File: config.mk
export PLATFORM = sky130hd
export DESIGN_NAME = writeback_unit
export DESIGN_NICKNAME = d
export VERILOG_FILES = /design/src/rtl/writeback_unit_pkg.sv /design/src/rtl/wb_fifo.sv /design/src/rtl/writeback_unit.sv
export SDC_FILE = /design/constraint.sdc
export NUM_CORES = 1
export LEC_CHECK = 0
export BUFFER_PORTS_ARGS = -buffer_cell sky130_fd_sc_hd__buf_2
export CORE_MARGIN = 2
export CORE_UTILIZATION = 55
export CTS_BUF_LIST = sky130_fd_sc_hd__clkbuf_4 sky130_fd_sc_hd__clkbuf_8 sky130_fd_sc_hd__clkbuf_16
export DETAILED_ROUTE_END_ITERATION = 6
export PLACE_DENSITY = 0.76
export SLEW_MARGIN = 5
export SYNTH_ARGS = -nofsm -noshare
export SYNTH_HDL_FRONTEND = slang
export SYNTH_HIERARCHICAL = 1
export SYNTH_SLANG_ARGS = --single-unit
File: constraint.sdc
create_clock -name clock -period 5.4 [get_ports clock]
set_input_delay 0.27 -clock clock [delete_from_list [all_inputs] [get_ports clock]]
set_output_delay 0.27 -clock clock [all_outputs]
set_load 0.05 [all_outputs]
File: src/rtl/writeback_unit_pkg.sv
// Shared integer register-file constants and the writeback entry layout {rd, data}
// used by writeback_unit and wb_fifo.
package writeback_unit_pkg;

   localparam int XLEN       = 32;
   localparam int REG_ADDR_W = 5;
   localparam int NUM_REGS   = 32;

   typedef logic [REG_ADDR_W-1:0] reg_addr_t;

   typedef struct packed {
      reg_addr_t       rd;
      logic [XLEN-1:0] data;
   } wb_entry_t;

endpackage

File: src/rtl/wb_fifo.sv
// In-order result buffer: up to two pushes (push0 lands ahead of push1) and one pop per cycle.
// The caller guarantees free space for every push it asserts.
module wb_fifo
   import writeback_unit_pkg::*;
#(
   parameter int DEPTH = 4,
   localparam int CNT_W = $clog2(DEPTH + 1),
   localparam int PTR_W = $clog2(DEPTH)
) (
   input  logic             clock,
   input  logic             reset,
   input  logic             push0_i,
   input  wb_entry_t        push0_data_i,
   input  logic             push1_i,
   input  wb_entry_t        push1_data_i,
   input  logic             pop_i,
   output wb_entry_t        head_o,
   output logic [CNT_W-1:0] count_o
);

   wb_entry_t        mem_q [DEPTH];
   logic [PTR_W-1:0] wr_ptr_q, wr_ptr_d, rd_ptr_q, rd_ptr_d, wr_ptr1;
   logic [CNT_W-1:0] count_q, count_d;
   logic             do_pop;

   assign do_pop  = pop_i && (count_q != '0);
   assign wr_ptr1 = wr_ptr_q + PTR_W'(push0_i);

   // NOTE: every variable gets a default before any branch so no latch is inferred.
   always_comb begin
      wr_ptr_d = wr_ptr1 + PTR_W'(push1_i);
      rd_ptr_d = rd_ptr_q + PTR_W'(do_pop);
      count_d  = count_q + CNT_W'(push0_i) + CNT_W'(push1_i) - CNT_W'(do_pop);
   end

   // NOTE: sequential state uses non-blocking assignments so all flops update together.
   always_ff @(posedge clock or posedge reset) begin
      if (reset) begin
         wr_ptr_q <= '0;
         rd_ptr_q <= '0;
         count_q  <= '0;
      end else begin
         wr_ptr_q <= wr_ptr_d;
         rd_ptr_q <= rd_ptr_d;
         count_q  <= count_d;
      end
   end

   // NOTE: storage is deliberately not reset; pointers and count alone define validity.
   always_ff @(posedge clock) begin
      if (push0_i) mem_q[wr_ptr_q] <= push0_data_i;
      if (push1_i) mem_q[wr_ptr1]  <= push1_data_i;
   end

   assign head_o  = mem_q[rd_ptr_q];
   assign count_o = count_q;

endmodule

File: src/rtl/writeback_unit.sv
// Register-file writeback front end: mem/ALU result arbitration, FIFO drain to the write port,
// and the pending-write scoreboard. Define WB_BYPASS_EN to let a beat skip an empty FIFO.
module writeback_unit
   import writeback_unit_pkg::*;
#(
   parameter int FIFO_DEPTH = 4
) (
   input  logic            clock,
   input  logic            reset,
   input  logic            mem_valid,
   input  reg_addr_t       mem_rd,
   input  logic [XLEN-1:0] mem_data,
   output logic            mem_ready,
   input  logic            alu_valid,
   input  reg_addr_t       alu_rd,
   input  logic [XLEN-1:0] alu_data,
   output logic            alu_ready,
   input  logic            issue_valid,
   input  reg_addr_t       issue_rd,
   input  reg_addr_t       check_reg_0,
   input  reg_addr_t       check_reg_1,
   output logic            pending_0,
   output logic            pending_1,
   output reg_addr_t       write_reg,
   output logic [XLEN-1:0] write_data,
   output logic            write_enable,
   output logic            empty
);

   localparam int CNT_W = $clog2(FIFO_DEPTH + 1);

   logic [CNT_W-1:0]    count, free;
   logic                fifo_empty, mem_keep, alu_keep, byp_mem, byp_alu, push0, push1;
   wb_entry_t           head;
   logic                we_q, we_d;
   reg_addr_t           wreg_q, wreg_d;
   logic [XLEN-1:0]     wdata_q, wdata_d;
   logic [NUM_REGS-1:0] sb_q, sb_d;

   // Readiness looks only at the registered count, so a same-cycle pop never frees a slot.
   assign free       = CNT_W'(FIFO_DEPTH) - count;
   assign fifo_empty = (count == '0);
   assign mem_ready  = !reset && (free != '0);
   assign alu_ready  = !reset && (mem_valid ? (free >= CNT_W'(2)) : (free != '0));

   // Accepted beats to x0 are dropped here: they never reach the FIFO or the scoreboard.
   assign mem_keep = mem_valid && mem_ready && (mem_rd != '0);
   assign alu_keep = alu_valid && alu_ready && (alu_rd != '0);

`ifdef WB_BYPASS_EN
   assign byp_mem = fifo_empty && mem_keep;
   assign byp_alu = fifo_empty && !mem_keep && alu_keep;
`else
   assign byp_mem = 1'b0;
   assign byp_alu = 1'b0;
`endif

   assign push0 = mem_keep && !byp_mem;
   assign push1 = alu_keep && !byp_alu;

   wb_fifo #(.DEPTH(FIFO_DEPTH)) u_fifo (
      .clock        (clock),
      .reset        (reset),
      .push0_i      (push0),
      .push0_data_i ('{rd: mem_rd, data: mem_data}),
      .push1_i      (push1),
      .push1_data_i ('{rd: alu_rd, data: alu_data}),
      .pop_i        (!fifo_empty),
      .head_o       (head),
      .count_o      (count)
   );

   always_comb begin
      we_d    = 1'b0;
      wreg_d  = wreg_q;
      wdata_d = wdata_q;
      if (!fifo_empty) begin
         we_d    = 1'b1;
         wreg_d  = head.rd;
         wdata_d = head.data;
      end else if (byp_mem) begin
         we_d    = 1'b1;
         wreg_d  = mem_rd;
         wdata_d = mem_data;
      end else if (byp_alu) begin
         we_d    = 1'b1;
         wreg_d  = alu_rd;
         wdata_d = alu_data;
      end
   end

   // The clear is applied first so a same-edge issue to the committing register wins.
   always_comb begin
      sb_d = sb_q;
      if (we_q) sb_d[wreg_q] = 1'b0;
      if (issue_valid && (issue_rd != '0)) sb_d[issue_rd] = 1'b1;
      sb_d[0] = 1'b0;
   end

   always_ff @(posedge clock or posedge reset) begin
      if (reset) begin
         we_q    <= 1'b0;
         wreg_q  <= '0;
         wdata_q <= '0;
         sb_q    <= '0;
      end else begin
         we_q    <= we_d;
         wreg_q  <= wreg_d;
         wdata_q <= wdata_d;
         sb_q    <= sb_d;
      end
   end

   assign pending_0    = (check_reg_0 != '0) && sb_q[check_reg_0];
   assign pending_1    = (check_reg_1 != '0) && sb_q[check_reg_1];
   assign write_enable = we_q;
   assign write_reg    = wreg_q;
   assign write_data   = wdata_q;
   assign empty        = fifo_empty && !we_q;

endmodule

==> summary.md, run 1 <==
| Metric | Value |
|---|---|
| Most frequent cells in the layout | `mux2_2 (188), edfxtp_1 (148), buf_2 (136)` |
| Primary FF master, synth | `edfxtp_1` |
| Gpl congestion | `0.881` |
| 1st-iter DRT viols | `333` |
| GR Util All Layers | `24.2%` |
| Detailed Place HPWL | `15400 µm` |
| Hold WC Path Type | `in2reg` |
| CTS buffer count | `24` |
| Met2 GRT Util | `43.3%` |
| Clock share of power | `25.2%` |
| Final period util | `74.2%` |
| Fill cells | `1363` |
| Final WS setup | `1.39 ns` |
| Setup crit end kind | `register` |
| Maximum net fanout on the critical path | `32` |
| Post-Place Setup Slack | `1.48 ns` |
| Root buffer cell | `clkbuf_16` |
| Worst R2R Path Depth | `11` |
| Number of global-route vias before repair | `7048` |
| Die X | `145 µm` |
| First-pass GRT wire length | `38200 µm` |
| Syn Std Cell Area | `10900 µm²` |
| Via count | `6608` |
| Area growth syn-to-layout | `17.1%` |
| Max Root-Sink Buffers | `3` |
| CTS clock-pin slew for the worst setup and hold paths | `0.06 ns` |
| Die area | `20900 µm²` |
| Combinational fraction of design power | `36.5%` |
| Final min period | `4.01 ns` |
| Vias per inst | `6.10` |
| Final setup vio count | `0` |
| Crit Path Class | `reg2reg` |
| VDD IR max | `0.349 mV` |
| EDFF count, synth | `148` |
| Yosys reg bits | `224` |
| FF-to-FF End | `u_fifo/mem_q[0][12]$_DFFE_PP_` |
| Status | `completed` |
| Slack of the worst reg-to-reg path | `1.39 ns` |
| Core area | `19500 µm²` |
| M1 GR Usage | `29.7%` |
| Least-Margin Pin Slew | `1.15 ns` |
| Initial antenna violation count | `2` |
| Hold Path Stages | `2` |
| Pwr per Cell Area | `579 nW/µm²` |
| Slew Limit Headroom | `23.4%` |
| Post-synth cell types | `47` |
| WL per Instance | `23.2 µm` |
| Initial core utilization | `55.9%` |
| Worst R2R Start | `u_fifo/count_o[0]$_DFF_PP0_` |
| I/O pin total | `137` |
| Worst Path Arrival | `4.15 ns` |
| Clock Latency Late Sink | `0.52 ns` |
| NetSw | `0.00259 W` |
| Yosys Warn Count | `6` |
| Max reg flops | `148` |
| Switching Share | `35.1%` |
| Row Count | `51` |
| Seq/Total Area, Yosys | `58.4%` |
| Drt pass-1 iters | `5` |
| Largest Register | `u_fifo/mem_q` |
| GRT Residual Overflow | `0` |
| Routed Wire Length | `25100 µm` |
| Internal power | `0.00478 W` |
| Die Y-Extent | `145 µm` |
| CTS tree | `yes` |
| DRC viols | `0` |
| Layout cells sized above 1 | `54.1%` |
| H-tree levels | `1` |
| Max-slew violation count | `0` |
| IO buf count | `136` |
| HP Start | `alu_data[26]` |
| Setup tns final | `0 ns` |
| Post-route ant nets | `0` |
| Largest net degree at the start of global routing | `70` |
| Setup Skew | `0.0183 ns` |
| Hold WS | `0.0957 ns` |
| Synthesized net count | `762` |
| RSZ-0062 raised after global routing | `no` |
| Crit start category | `register` |
| Sink Count | `224` |
| WHS Endpoint | `u_fifo/mem_q[2][26]$_DFFE_PP_` |
| Syn Inst Count | `658` |
| Top Usage Layer GRT | `met2` |
| Req. time, crit path | `5.54 ns` |
| Fin. Hold Viols | `0` |
| Number of max-cap violations | `0` |
| Commonest non-fill, non-tap cell in the layout | `mux2_2` |
| Achievable frequency | `0.250 GHz` |
| Final net count | `903` |
| Sequential Power Share | `38.2%` |
| Synth Area per Inst | `16.5 µm²` |
| Grt met3 use | `4.40%` |
| Ys async rst share | `33.9%` |
| Postcts setup bufs | `0` |
| Static leakage | `4.67 nW` |
## Yosys cell counts (all sizes together) (2+ instances only)
cell type	instances	share of area (%)
a311oi	2	0.16
a31o	2	0.16
and3	2	0.12
buf	25	1.6
clkbuf	8	0.28
dfrtp	76	17
edfxtp	148	41
fa	2	0.37
ha	8	0.92
inv	12	0.41
mux2	188	19
mux4	51	11
nand2	6	0.21
nand2b	3	0.17
nand3	4	0.18
nand3b	10	0.69
nand4b	2	0.16
nor2	8	0.30
nor2b	4	0.23
nor3b	3	0.21
o21ai	63	2.9
o22ai	2	0.12
or3	3	0.17
or3b	6	0.48
xnor2	4	0.39
## stage by stage
step / cells / util (%) / area [µm²] / power (W)
global route: 1082 / 65.4 / 12700 / 0.00770
CTS: 1082 / 65.4 / 12700 / 0.00742
global placement: 1037 / 60.7 / 11800 / 0.00544
finish: 1083 / 65.4 / 12700 / 0.00737
floorplan: 658 / - / 10900 / 0.00477
detailed placement: 1037 / 60.7 / 11800 / 0.00554
## power groups by stage
stage / logic [W] / registers (W) / clock network, W
detailed placement: 0.00269 / 0.00285 / 0
global placement: 0.00263 / 0.00281 / 0
global route: 0.00287 / 0.00287 / 0.00195
finish: 0.00269 / 0.00282 / 0.00186
floorplan: 0.00157 / 0.00320 / 0
CTS: 0.00271 / 0.00281 / 0.00189
## metal layers
layer  wire (µm)  up-vias  share of wire (%)
li1            -     2900                  -
met1       10100     3414                 40
met2       13000      243                 52
met3        1470       49                5.8
met5          13        -              0.052
met4         597        2                2.4
## cell families (layout without fill, tap and decap cells)
kind of cell             Yosys count  in the layout  share of synthesized area (%)
adder cells (fa/ha/maj)           10             10                           1.29
multiplexers                     240            240                           30.3
buffers and inverters             45            204                           2.30
XOR/XNOR                           5              5                          0.472
flip-flops                       224            224                           58.4
other                              0              1                              0
AND/OR/NAND/NOR                   56             56                           3.28
AO/OA/AOI/OAI                     78             78                           4.05
## worst max-delay path by stage
stage	start	cells after the start	slack (ns)	end
global placement	u_fifo/count_o[0]$_DFF_PP0_	11	1.68	u_fifo/mem_q[0][13]$_DFFE_PP_
finish	u_fifo/count_o[0]$_DFF_PP0_	11	1.39	u_fifo/mem_q[0][12]$_DFFE_PP_
CTS	u_fifo/count_o[0]$_DFF_PP0_	11	1.43	u_fifo/mem_q[0][12]$_DFFE_PP_
global route	u_fifo/count_o[0]$_DFF_PP0_	11	1.18	u_fifo/mem_q[0][13]$_DFFE_PP_
floorplan	u_fifo/count_o[0]$_DFF_PP0_	8	0.35	u_fifo/mem_q[2][0]$_DFFE_PP_
detailed placement	u_fifo/count_o[0]$_DFF_PP0_	11	1.48	u_fifo/mem_q[0][12]$_DFFE_PP_
## timing repair
action	in CTS	in global routing
endpoints found under the hold margin	7	0
hold buffers	1	0
gates resized for setup	0	0
## worst max-delay path, stage by stage (launching register included)
cell	delay (ns)
dfrtp_1	0.40
inv_1	0.09
ha_1	0.23
ha_1	0.21
nor2_1	0.14
nand2_1	0.08
a21oi_1	0.42
ha_1	0.37
nand2b_1	0.31
nor2b_4	0.58
o21bai_4	0.30
buf_4	0.49
## cell type report
type	instances	area (µm²)	area share, %
antenna	1	2.50	0.0197
clock buffer	27	647	5.08
clock inverter	17	258	2.02
inverter	12	46.3	0.364
multi-input combinational	389	4330	34.0
sequential	224	6350	49.9
tap	265	332	2.60
timing repair buffer	148	773	6.07
Power figures use the tool's default switching activity.
==> run 2, diff against run 1 <==
--- a/config.mk
+++ b/config.mk
@@ -7,10 +7,10 @@
 export LEC_CHECK = 0
 export BUFFER_PORTS_ARGS = -buffer_cell sky130_fd_sc_hd__buf_2
 export CORE_MARGIN = 2
-export CORE_UTILIZATION = 55
+export CORE_UTILIZATION = 53
 export CTS_BUF_LIST = sky130_fd_sc_hd__clkbuf_4 sky130_fd_sc_hd__clkbuf_8 sky130_fd_sc_hd__clkbuf_16
 export DETAILED_ROUTE_END_ITERATION = 6
-export PLACE_DENSITY = 0.76
+export PLACE_DENSITY = 0.77
 export SLEW_MARGIN = 5
 export SYNTH_ARGS = -nofsm -noshare
 export SYNTH_HDL_FRONTEND = slang
==> constraint.sdc (replaced) <==
create_clock -name clock -period 3.35 [get_ports clock]
set_input_delay 0.1675 -clock clock [delete_from_list [all_inputs] [get_ports clock]]
set_output_delay 0.1675 -clock clock [all_outputs]
set_load 0.05 [all_outputs]
==> run 2 against run 1 <==
Die area up 3.7%; register-to-register slack worse by 1.2 ns; critical endpoint is now u_fifo/mem_q[3][27]$_DFFE_PP_; global-route usage up 0.15 points; power up 60%; critical path depth unchanged; sequential power up 64%; largest cell class unchanged; sequential share of layout area down 2.6 points.
==> summary.md, run 2 (synthesized netlist as in run 1, its figures left out) <==
| Metric | Value |
|---|---|
| Number of max-cap violations | `0 (unchanged)` |
| Largest Register | `u_fifo/mem_q` |
| Final period util | `93.3% (+19 points)` |
| DRC viols | `0 (unchanged)` |
| Overall power | `0.0118 W (+60%)` |
| Routed Wire Length | `26200 µm (+4.3%)` |
| CTS clock-pin slew for the worst setup and hold paths | `0.06 ns (about the same)` |
| Crit Path Class | `reg2reg` |
| Fin cells | `1148 (+6.0%)` |
| Least-Margin Pin Slew | `1.10 ns (-0.0513 ns)` |
| Seq. cell area | `6350 µm² (unchanged)` |
| Core area | `20200 µm² (+3.6%)` |
| H-tree levels | `1 (unchanged)` |
| Die area | `21700 µm² (+3.7%)` |
| Slowest-stage cell, CP | `dlygate4sd3_1` |
| Max reg flops | `148 (unchanged)` |
| Pwr per Cell Area | `879 nW/µm² (+52%)` |
| Static leakage | `4.93 nW (+5.5%)` |
| Crit start category | `register` |
| Worst Path Arrival | `3.39 ns (-0.76 ns)` |
| DR top layer | `met4` |
| Slew Limit Headroom | `26.8% (+3.4 points)` |
| Largest net degree at the start of global routing | `55 (-21%)` |
| Vias per inst | `5.95 (-2.5%)` |
| Max-slew violation count | `0 (unchanged)` |
| WL per Instance | `22.8 µm (-1.6%)` |
| Most frequent cells in the layout | `mux2_2 (188), edfxtp_1 (148), buf_2 (136)` |
| Setup tns final | `0 ns (unchanged)` |
| Row Count | `52 (+2.0%)` |
| Final WS setup | `0.224 ns (-1.17 ns)` |
| Req. time, crit path | `3.61 ns (-1.93 ns)` |
| CTS buffer count | `24 (unchanged)` |
| Final net count | `962 (+6.5%)` |
| 1st-iter DRT viols | `353 (+6.0%)` |
| Clock Latency Late Sink | `0.51 ns (about the same)` |
| Placed insts | `1047 (+0.96%)` |
| Worst path cell trace | `inv_1 -> ha_1 -> ha_2 -> nor2_4 -> nand2_1 -> a21oi_4 -> ha_1 -> xnor2_2 -> nor2_4 -> mux2_2 -> dlygate4sd3_1` |
| Post-Place Setup Slack | `0.192 ns (-1.29 ns)` |
| Hold WC Path Type | `in2reg` |
| Final setup vio count | `0 (unchanged)` |
| Drt pass-1 iters | `5 (unchanged)` |
| Status | `completed` |
| I/O pin total | `137 (unchanged)` |
| Die Y-Extent | `147 µm (+1.8%)` |
| Gpl congestion | `0.847 (-3.9%)` |
| RSZ-0062 raised after global routing | `no` |
| IO buf count | `136 (unchanged)` |
| Multi-input logic area | `4390 µm² (+1.4%)` |
| Setup Skew | `0.00629 ns (-0.0120 ns)` |
| Area growth syn-to-layout | `23.5%` |
| First-pass GRT wire length | `40800 µm (+6.8%)` |
| CTS tree | `yes` |
| Initial antenna violation count | `2 (unchanged)` |
| Number of global-route vias before repair | `7480 (+6.1%)` |
| Met3 wire length | `1470 µm (+0.48%)` |
| Detailed Place HPWL | `16100 µm (+4.3%)` |
| Die X | `147 µm (+1.8%)` |
| Max Root-Sink Buffers | `3 (unchanged)` |
| VDD IR max | `0.488 mV (+40%)` |
| Setup crit end kind | `register` |
| Achievable frequency | `0.320 GHz (+28%)` |
| GR Util All Layers | `24.4% (+0.15 points)` |
| Root buffer cell | `clkbuf_16` |
| DRT met1 WL | `9850 µm (-2.0%)` |
| Fin. Hold Viols | `0 (unchanged)` |
| Post-route ant nets | `0 (unchanged)` |
| Final min period | `3.13 ns (-0.879 ns)` |
| GRT Residual Overflow | `0 (unchanged)` |
| Layout cells sized above 1 | `51.6% (-2.5 points)` |
| Sink Count | `224 (unchanged)` |
| Fill cells | `1384 (+1.5%)` |
| Via count | `6829 (+3.3%)` |
| Postcts setup bufs | `0 (unchanged)` |
| Commonest non-fill, non-tap cell in the layout | `mux2_2` |
| Met2 WL | `14200 µm (+9.4%)` |
| Initial core utilization | `53.9% (-2.0 points)` |
| Critical path's largest stage delay | `0.55 ns (-0.03 ns)` |
| Maximum net fanout on the critical path | `6 (-81%)` |
-- run 2: layer usage --
metal | up-vias | global-route usage, %
li1 | 3018 | -
met1 | 3480 | 29.6
met2 | 269 | 44.4
met3 | 62 | 4.10
met4 | 0 | 8.03
met5 | - | 0
-- run 2: repair_timing --
item	CTS	global route
endpoints found under the setup margin	0	33
hold buffers	55	0
endpoints found under the hold margin	140	0
resized for setup	0	1
-- run 2: per-stage QoR --
step           cell area (µm²)  utilization [%]  hold slack, ns
2_1_floorplan            11000                -         -0.0291
3_3_place_gp             12100             59.8           0.168
3_5_place_dp             12100             59.8           0.188
4_1_cts                  13400             66.5         0.00107
5_1_grt                  13400             66.6          0.0167
6_report                 13400             66.6          0.0211
-- run 2: layout make-up --
class                   count  share of cell area, %
multi-input cells         389                   32.7
repair buffers            207                   11.2
flip-flops and latches    224                   47.3
clock inverters             9                  0.503
inverters                  12                  0.345
well taps                 270                   2.52
clock buffers              35                   5.49
diodes                      2                 0.0373
-- run 2: path summary, 6_finish.rpt --
check	slack, ns	start	end	cells past startpoint
min	0.02	mem_data[31]	u_fifo/mem_q[1][31]$_DFFE_PP_	2
max reg2reg	0.22	u_fifo/count_o[0]$_DFF_PP0_	u_fifo/mem_q[3][27]$_DFFE_PP_	11
min reg2reg	0.50	write_data[11]$_DFFE_PP0P_	write_data[11]$_DFFE_PP0P_	1
max	0.22	u_fifo/count_o[0]$_DFF_PP0_	u_fifo/mem_q[3][27]$_DFFE_PP_	11
min in group asynchronous	0.21	reset	u_fifo/wr_ptr_q[1]$_DFF_PP0_	3
max in group asynchronous	2.06	reset	sb_q[27]$_DFF_PP0_	4
-- run 2: power breakdown --
group	total (W)	internal [W]	leakage, nW	switching [W]
combinational	0.00454	0.00201	2.29	0.00254
sequential	0.00462	0.00396	2.24	0.000659
clock	0.00264	0.00160	0.402	0.00104
total	0.0118	0.00757	4.93	0.00424
-- run 2: worst max-delay path: cells and delay by family (launching register included) --
family | cells | cell delay (ns)
buf+inv | 2 | 0.63
xor+xnor | 1 | 0.19
simple gates | 3 | 0.43
mux | 1 | 0.35
flops | 1 | 0.40
compound gates | 1 | 0.22
fa+ha+maj | 3 | 0.65
